**config.mk**
```make
export PLATFORM = sky130hd
export DESIGN_NAME = cache_way_array
export DESIGN_NICKNAME = d
export VERILOG_FILES = /design/src/rtl/lc3b_types.sv /design/src/rtl/plru_tree.sv /design/src/rtl/cache_way_array.sv
export SDC_FILE = /design/constraint.sdc
export NUM_CORES = 2
export LEC_CHECK = 0
export CAP_MARGIN = 20
export CORE_ASPECT_RATIO = 0.5
export CORE_MARGIN = 2
export CORE_UTILIZATION = 36
export CTS_CLUSTER_DIAMETER = 80
export DETAILED_ROUTE_END_ITERATION = 10
export SYNTH_ARGS = -nofsm -noshare
export SYNTH_HDL_FRONTEND = slang
export SYNTH_SLANG_ARGS = --single-unit
```
**constraint.sdc**
```tcl
create_clock -name clk -period 11.86 [get_ports clk]
set_clock_uncertainty 0.1 [all_clocks]
set_input_delay 3.558 -clock clk [delete_from_list [all_inputs] [get_ports clk]]
set_output_delay 3.558 -clock clk [all_outputs]
set_load 0.1 [all_outputs]
```
**src/rtl/lc3b_types.sv**
```systemverilog
// Shared LC-3b datapath types, extended with the set-associative cache line store
// geometry, its storage typedefs and the invalidate-sweep state encoding.
package lc3b_types;

    localparam int C_WAYS       = 2;
    localparam int C_SETS       = 8;
    localparam int C_LINE_WIDTH = 128;
    localparam int C_TAG_WIDTH  = 9;

    typedef logic [$clog2(C_WAYS)-1:0]   lc3b_c_way;
    typedef logic [C_TAG_WIDTH-1:0]      lc3b_c_tag;
    typedef logic [C_LINE_WIDTH-1:0]     lc3b_c_line;
    typedef logic [C_LINE_WIDTH/8-1:0]   lc3b_c_mask;

    typedef enum logic {
        IDLE  = 1'b0,
        SWEEP = 1'b1
    } lc3b_c_sweep_state;

endpackage

```
**src/rtl/plru_tree.sv**
```systemverilog
// Combinational tree pseudo-LRU: walks the node bits of one set to produce the
// replacement way, and the node bits after touching a given way.
module plru_tree #(
    parameter int WAYS  = 2,
    parameter int WAY_W = $clog2(WAYS)
) (
    input  logic [WAYS-2:0]  node_bits,
    input  logic [WAY_W-1:0] touch_way,
    output logic [WAYS-2:0]  new_bits,
    output logic [WAY_W-1:0] victim_way
);

    // Heap-ordered nodes: children of node n are 2n+1 (lower half) and 2n+2 (upper half).
    localparam int NODE_W = (WAYS > 2) ? $clog2(WAYS - 1) : 1;

    always_comb begin : touch_walk
        logic [NODE_W-1:0] node;
        logic              dir;
        // NOTE: every variable assigned in always_comb gets a value up front so no
        // path can leave it unassigned and infer a latch.
        new_bits = node_bits;
        node     = '0;
        dir      = 1'b0;
        for (int l = 0; l < WAY_W; l++) begin
            dir            = touch_way[WAY_W-1-l];
            new_bits[node] = ~dir;
            node           = NODE_W'((int'(node) << 1) + 1 + int'(dir));
        end
    end

    always_comb begin : victim_walk
        logic [NODE_W-1:0] node;
        logic              dir;
        victim_way = '0;
        node       = '0;
        dir        = 1'b0;
        for (int l = 0; l < WAY_W; l++) begin
            dir                   = node_bits[node];
            victim_way[WAY_W-1-l] = dir;
            node                  = NODE_W'((int'(node) << 1) + 1 + int'(dir));
        end
    end

endmodule

```
**src/rtl/cache_way_array.sv**
```systemverilog
// N-way set-associative line store: per-way data/tag/valid/dirty, per-set tree
// pLRU, combinational lookup and victim choice, plus an invalidate-all sweep.
module cache_way_array
    import lc3b_types::*;
#(
    parameter int WAYS        = C_WAYS,
    parameter int SETS        = C_SETS,
    parameter int LINE_WIDTH  = C_LINE_WIDTH,
    parameter int TAG_WIDTH   = C_TAG_WIDTH,
    parameter int INDEX_WIDTH = $clog2(SETS)
) (
    input  logic                      clk,
    input  logic                      reset_n,
    input  logic [INDEX_WIDTH-1:0]    index,
    input  logic [TAG_WIDTH-1:0]      tag_in,
    output logic                      hit,
    output logic [$clog2(WAYS)-1:0]   hit_way,
    output logic [LINE_WIDTH-1:0]     rdata,
    output logic [$clog2(WAYS)-1:0]   victim_way,
    output logic                      victim_valid,
    output logic                      victim_dirty,
    output logic [TAG_WIDTH-1:0]      victim_tag,
    input  logic                      access,
    input  logic                      write,
    input  logic [$clog2(WAYS)-1:0]   write_way,
    input  logic [LINE_WIDTH/8-1:0]   wmask,
    input  logic [LINE_WIDTH-1:0]     wdata,
    input  logic                      fill,
    input  logic                      set_dirty,
    input  logic                      inv_start,
    output logic                      busy,
    output logic                      inv_done
);

    localparam int WAY_W = $clog2(WAYS);
    localparam int BYTES = LINE_WIDTH / 8;

    logic [LINE_WIDTH-1:0] data_mem [WAYS][SETS];
    logic [TAG_WIDTH-1:0]  tag_mem  [WAYS][SETS];
    logic [WAYS-1:0]       valid_q  [SETS];
    logic [WAYS-1:0]       dirty_q  [SETS];
    logic [WAYS-2:0]       lru_q    [SETS];

    lc3b_c_sweep_state      state_q, state_d;
    logic [INDEX_WIDTH-1:0] sweep_cnt;
    logic                   last_set;

    logic [WAYS-1:0]  match, set_valid;
    logic             any_invalid;
    logic [WAY_W-1:0] match_way, invalid_way, plru_victim, touch_way;
    logic [WAYS-2:0]  lru_touched;
    logic [WAYS-2:0]  unused_victim_bits;
    logic [WAY_W-1:0] unused_touch_victim;
    logic             wr_en, acc_en;

    assign busy     = (state_q == SWEEP);
    assign last_set = (sweep_cnt == INDEX_WIDTH'(SETS - 1));
    assign inv_done = busy && last_set;
    assign wr_en    = write && !busy;
    assign acc_en   = access && hit && !write;

    // Descending scan so the lowest matching / lowest invalid way wins.
    always_comb begin
        set_valid   = valid_q[index];
        match       = '0;
        match_way   = '0;
        invalid_way = '0;
        for (int w = WAYS - 1; w >= 0; w--) begin
            match[w] = set_valid[w] && (tag_mem[w][index] == tag_in);
            if (match[w])
                match_way = WAY_W'(w);
            if (!set_valid[w])
                invalid_way = WAY_W'(w);
        end
    end

    assign any_invalid  = ~&set_valid;
    assign hit          = !busy && (|match);
    assign hit_way      = match_way;
    assign victim_way   = any_invalid ? invalid_way : plru_victim;
    assign victim_valid = set_valid[victim_way];
    assign victim_dirty = dirty_q[index][victim_way];
    assign victim_tag   = tag_mem[victim_way][index];
    assign rdata        = hit ? data_mem[match_way][index] : data_mem[victim_way][index];

    assign touch_way = wr_en ? write_way : match_way;

    plru_tree #(.WAYS(WAYS), .WAY_W(WAY_W)) u_touch (
        .node_bits  (lru_q[index]),
        .touch_way  (touch_way),
        .new_bits   (lru_touched),
        .victim_way (unused_touch_victim)
    );

    plru_tree #(.WAYS(WAYS), .WAY_W(WAY_W)) u_victim (
        .node_bits  (lru_q[index]),
        .touch_way  (touch_way),
        .new_bits   (unused_victim_bits),
        .victim_way (plru_victim)
    );

    always_comb begin
        state_d = state_q;
        case (state_q)
            IDLE:    if (inv_start) state_d = SWEEP;
            SWEEP:   if (last_set)  state_d = IDLE;
            default: state_d = IDLE;
        endcase
    end

    // NOTE: state registers use non-blocking assignment so every flop samples
    // pre-edge values regardless of block ordering.
    always_ff @(posedge clk or negedge reset_n) begin
        if (!reset_n) begin
            state_q   <= IDLE;
            sweep_cnt <= '0;
            for (int s = 0; s < SETS; s++) begin
                valid_q[s] <= '0;
                dirty_q[s] <= '0;
                lru_q[s]   <= '0;
            end
        end else begin
            state_q <= state_d;
            if (busy) begin
                valid_q[sweep_cnt] <= '0;
                dirty_q[sweep_cnt] <= '0;
                lru_q[sweep_cnt]   <= '0;
                sweep_cnt          <= last_set ? '0 : sweep_cnt + 1'b1;
            end else begin
                sweep_cnt <= '0;
                if (wr_en) begin
                    if (fill) begin
                        valid_q[index][write_way] <= 1'b1;
                        dirty_q[index][write_way] <= set_dirty;
                    end else if (set_dirty) begin
                        dirty_q[index][write_way] <= 1'b1;
                    end
                    lru_q[index] <= lru_touched;
                end else if (acc_en) begin
                    lru_q[index] <= lru_touched;
                end
            end
        end
    end

    // NOTE: line and tag storage carry no reset; valid bits gate their use, and
    // leaving them unreset lets them map onto plain RAM.
    always_ff @(posedge clk) begin
        if (wr_en) begin
            for (int b = 0; b < BYTES; b++) begin
                if (wmask[b])
                    data_mem[write_way][index][b*8 +: 8] <= wdata[b*8 +: 8];
            end
            if (fill)
                tag_mem[write_way][index] <= tag_in;
        end
    end

endmodule

```
==> flow_metrics.env <==
export IMPL_fp_dieH_microns=385
export IMPL_die_x_microns=766
export IMPL_gp_congestion=0.839
export IMPL_async_flop_share_pct=1.97
export IMPL_postSynthCellCount=6289
export IMPL_layout_min_cycle_time_ns=11.79
export IMPL_vias=64700
export IMPL_synth_edff_count=2192
export IMPL_post_synth_main_area_contributors="edfxtp_1, mux4_2, mux2i_1"
export IMPL_synth_most_common_cell="edfxtp_1"
export IMPL_clockBufferDepth=4
export IMPL_synth_cell_area_sq_mm=0.104
export IMPL_cts_setup_buffers=0
export IMPL_seq_area_frac_synth_pct=64.1
export IMPL_portBuffers=307
export IMPL_grt_setup_unrepaired="yes"
export IMPL_n_fill_cell=25300
export IMPL_synth_cell_types=71
export IMPL_cts_resized=0
export IMPL_criticalPathCategory="in2out"
export IMPL_start_util_pct=36.3
export IMPL_status="completed"
export IMPL_grt_pass1_wl_microns=473000
export IMPL_drive_above_1_share_pct=22.9
export IMPL_hpwl_microns=209000
export IMPL_cp_required_ns=8.20
export IMPL_drt_pass1_iter_count=6
export IMPL_yosysWarnings=0
export IMPL_multi_input_comb_area_sq_mm=0.0351
export IMPL_cts_tree="yes"
export IMPL_arrival_ns=8.14
export IMPL_cts_buffers=220
export IMPL_regArea_sq_mm=0.0669
export IMPL_wl_per_cell_microns=31.4
export IMPL_placed_cells=10400
export IMPL_synth_flop_cell="edfxtp_1"
export IMPL_ys_seq_elements=2236
export IMPL_powerDensity_mw_per_mm2=147
export IMPL_num_rows=139
export IMPL_finalNetCount=6897
export IMPL_synth_common_cells="edfxtp_1, mux2i_1, mux4_2"
export IMPL_worstMarginPinSlew_ns=1.25
export IMPL_core_area_sq_mm=0.288
export IMPL_drt_antenna_violating_nets=0
export IMPL_cp_start_kind="input pin"
export IMPL_hold_viol=0
export IMPL_cts_hold_buf=0
export IMPL_finalSetupViolations=0
export IMPL_maxSlewViolCount=0
export IMPL_setup_tns_ns=0
export IMPL_vdd_drop_max_mv=0.116
export IMPL_antenna_found_initial=50
export IMPL_wirelength_microns=339000
export IMPL_track_usage_pct=22.3
export IMPL_slew_headroom_pct=16.6
export IMPL_path_clk_slew_ns=0.06
export IMPL_crit_path_end_kind="output pin"
export IMPL_hold_class="reg2reg"
export IMPL_grt_pass1_vias=63400
export IMPL_area_delta_synth_final_pct=17.2
export IMPL_synth_area_per_cell_sq_um=16.6
export IMPL_ios=308
export IMPL_final_cells=10800
export IMPL_h_tree_depth=4
export IMPL_cts_root_buf="clkbuf_16"
export IMPL_drc=0
export IMPL_period_share_pct=99.4
export IMPL_fmax_mhz=84.8
export IMPL_synth_nets=6455
export IMPL_crit_fanout=28
export IMPL_dieArea_sq_mm=0.295
export IMPL_cts_sinks=2236
export IMPL_yosys_area_top_type="edfxtp_1"
export IMPL_synth_top_area_share_pct=63.0
export IMPL_cap_violations=0
export IMPL_power_leakage_uw=0.0370
export IMPL_drtIter0Drc=7875
export IMPL_worstSkewPairLatency_ns=0.86
export IMPL_grt_max_degree=110
export IMPL_viasPerCell=5.99
export IMPL_overflow=0
## area by class of cell
class	count	share of cell area (%)
Clock buffer	268	4.69
Sequential cell	2236	54.7
Inverter	14	0.0531
Timing Repair Buffer	725	7.12
Tap cell	3877	3.96
Antenna cell	27	0.0552
Multi-Input combinational cell	3534	28.7
Clock inverter	123	0.748
## sequential cells by signal (all words and copies together), names as in the netlist
register	flops
data_mem	2048
sweep_cnt	3
tag_mem	144
busy	1
dirty_q	16
valid_q	16
lru_q	8
## cell families after synthesis
| group | synth area share, % |
|---|---|
| flops | 64.1 |
| mux | 23.3 |
| simple gates | 3.68 |
| buf+inv | 2.59 |
| compound gates | 6.21 |
| fa+ha+maj | 0.0240 |
| xor+xnor | 0.134 |
## stage by stage
step / hold slack [ns] / utilization (%) / total power [uW] / area, sq um / setup slack [ns]
floorplan: 0.344 / - / 10500 / 104000 / 0.0322
global placement: 0.357 / 39.9 / 11500 / 115000 / -0.0373
detailed placement: 0.366 / 40.1 / 11500 / 115000 / 0.0721
CTS: 0.380 / 42.4 / 18100 / 122000 / 0.0582
global route: 0.398 / 42.5 / 18500 / 122000 / -0.0607
finish: 0.379 / 42.5 / 18000 / 122000 / 0.0658
## per-layer routing
layer	GRT usage, %	wire length, microns	vias to the layer above
met2	35.8	158000	3365
met4	7.34	12000	22
met3	4.19	31400	661
li1	-	-	26800
met5	0	134	-
met1	30.7	137000	33900
## worst paths after layout
check                                     from          end  slack (ns)  depth (start not counted)
worst max-delay path                  index[0]   rdata[111]        0.07                         15
worst min-delay path                valid_q[6]   valid_q[6]        0.38                          1
worst max register to register  tag_mem[1][18]     lru_q[0]        8.32                         11
worst min register to register      valid_q[6]   valid_q[6]        0.38                          1
max in group asynchronous              reset_n  valid_q[15]        8.46                          2
min in group asynchronous              reset_n         busy        2.73                          2
## power breakdown
| part | switching, uW | total [uW] | internal, uW | leakage, uW |
|---|---|---|---|---|
| Sequential | 37.2 | 8780 | 8750 | 0.0203 |
| Combinational | 1610 | 2540 | 929 | 0.0134 |
| Clock | 3020 | 6720 | 3710 | 0.00326 |
| Total | 4670 | 18000 | 13400 | 0.0370 |
## worst max-delay path, stage by stage
cell       delay (ns)
buf_8            0.15
mux2_2           0.35
a221o_1          0.29
a221o_1          0.35
xor2_1           0.18
or4_1            0.57
a311oi_4         0.45
buf_12           0.23
buf_12           0.22
buf_16           0.24
mux4_2           0.52
a2111oi_1        0.39
a21oi_1          0.19
buf_4            0.20
buf_12           0.16
## cell usage in the layout, fill, tap and decap left out, types with 29 or more instances in the layout
cell type | synthesis | routed
nor3_1 | 83 | 80
nor2_1 | 370 | 361
mux4_2 | 630 | 630
a22oi_1 | 116 | 116
dfrtp_1 | 44 | 44
buf_4 | 35 | 303
edfxtp_1 | 2192 | 2192
o22ai_1 | 330 | 329
o221a_1 | 29 | 29
a211oi_1 | 30 | 30
mux2i_1 | 975 | 975
clkinv_1 | 0 | 61
clkinv_2 | 0 | 36
a21oi_1 | 135 | 127
buf_12 | 9 | 209
clkbuf_1 | 288 | 44
o21ai_0 | 171 | 167
nor4_1 | 41 | 41
clkbuf_16 | 0 | 224
nand2_1 | 274 | 262
a31oi_1 | 43 | 41
clkdlybuf4s50_1 | 0 | 161
buf_6 | 43 | 43
mux2_2 | 32 | 32
No activity file was read; power rests on OpenSTA's default activity.
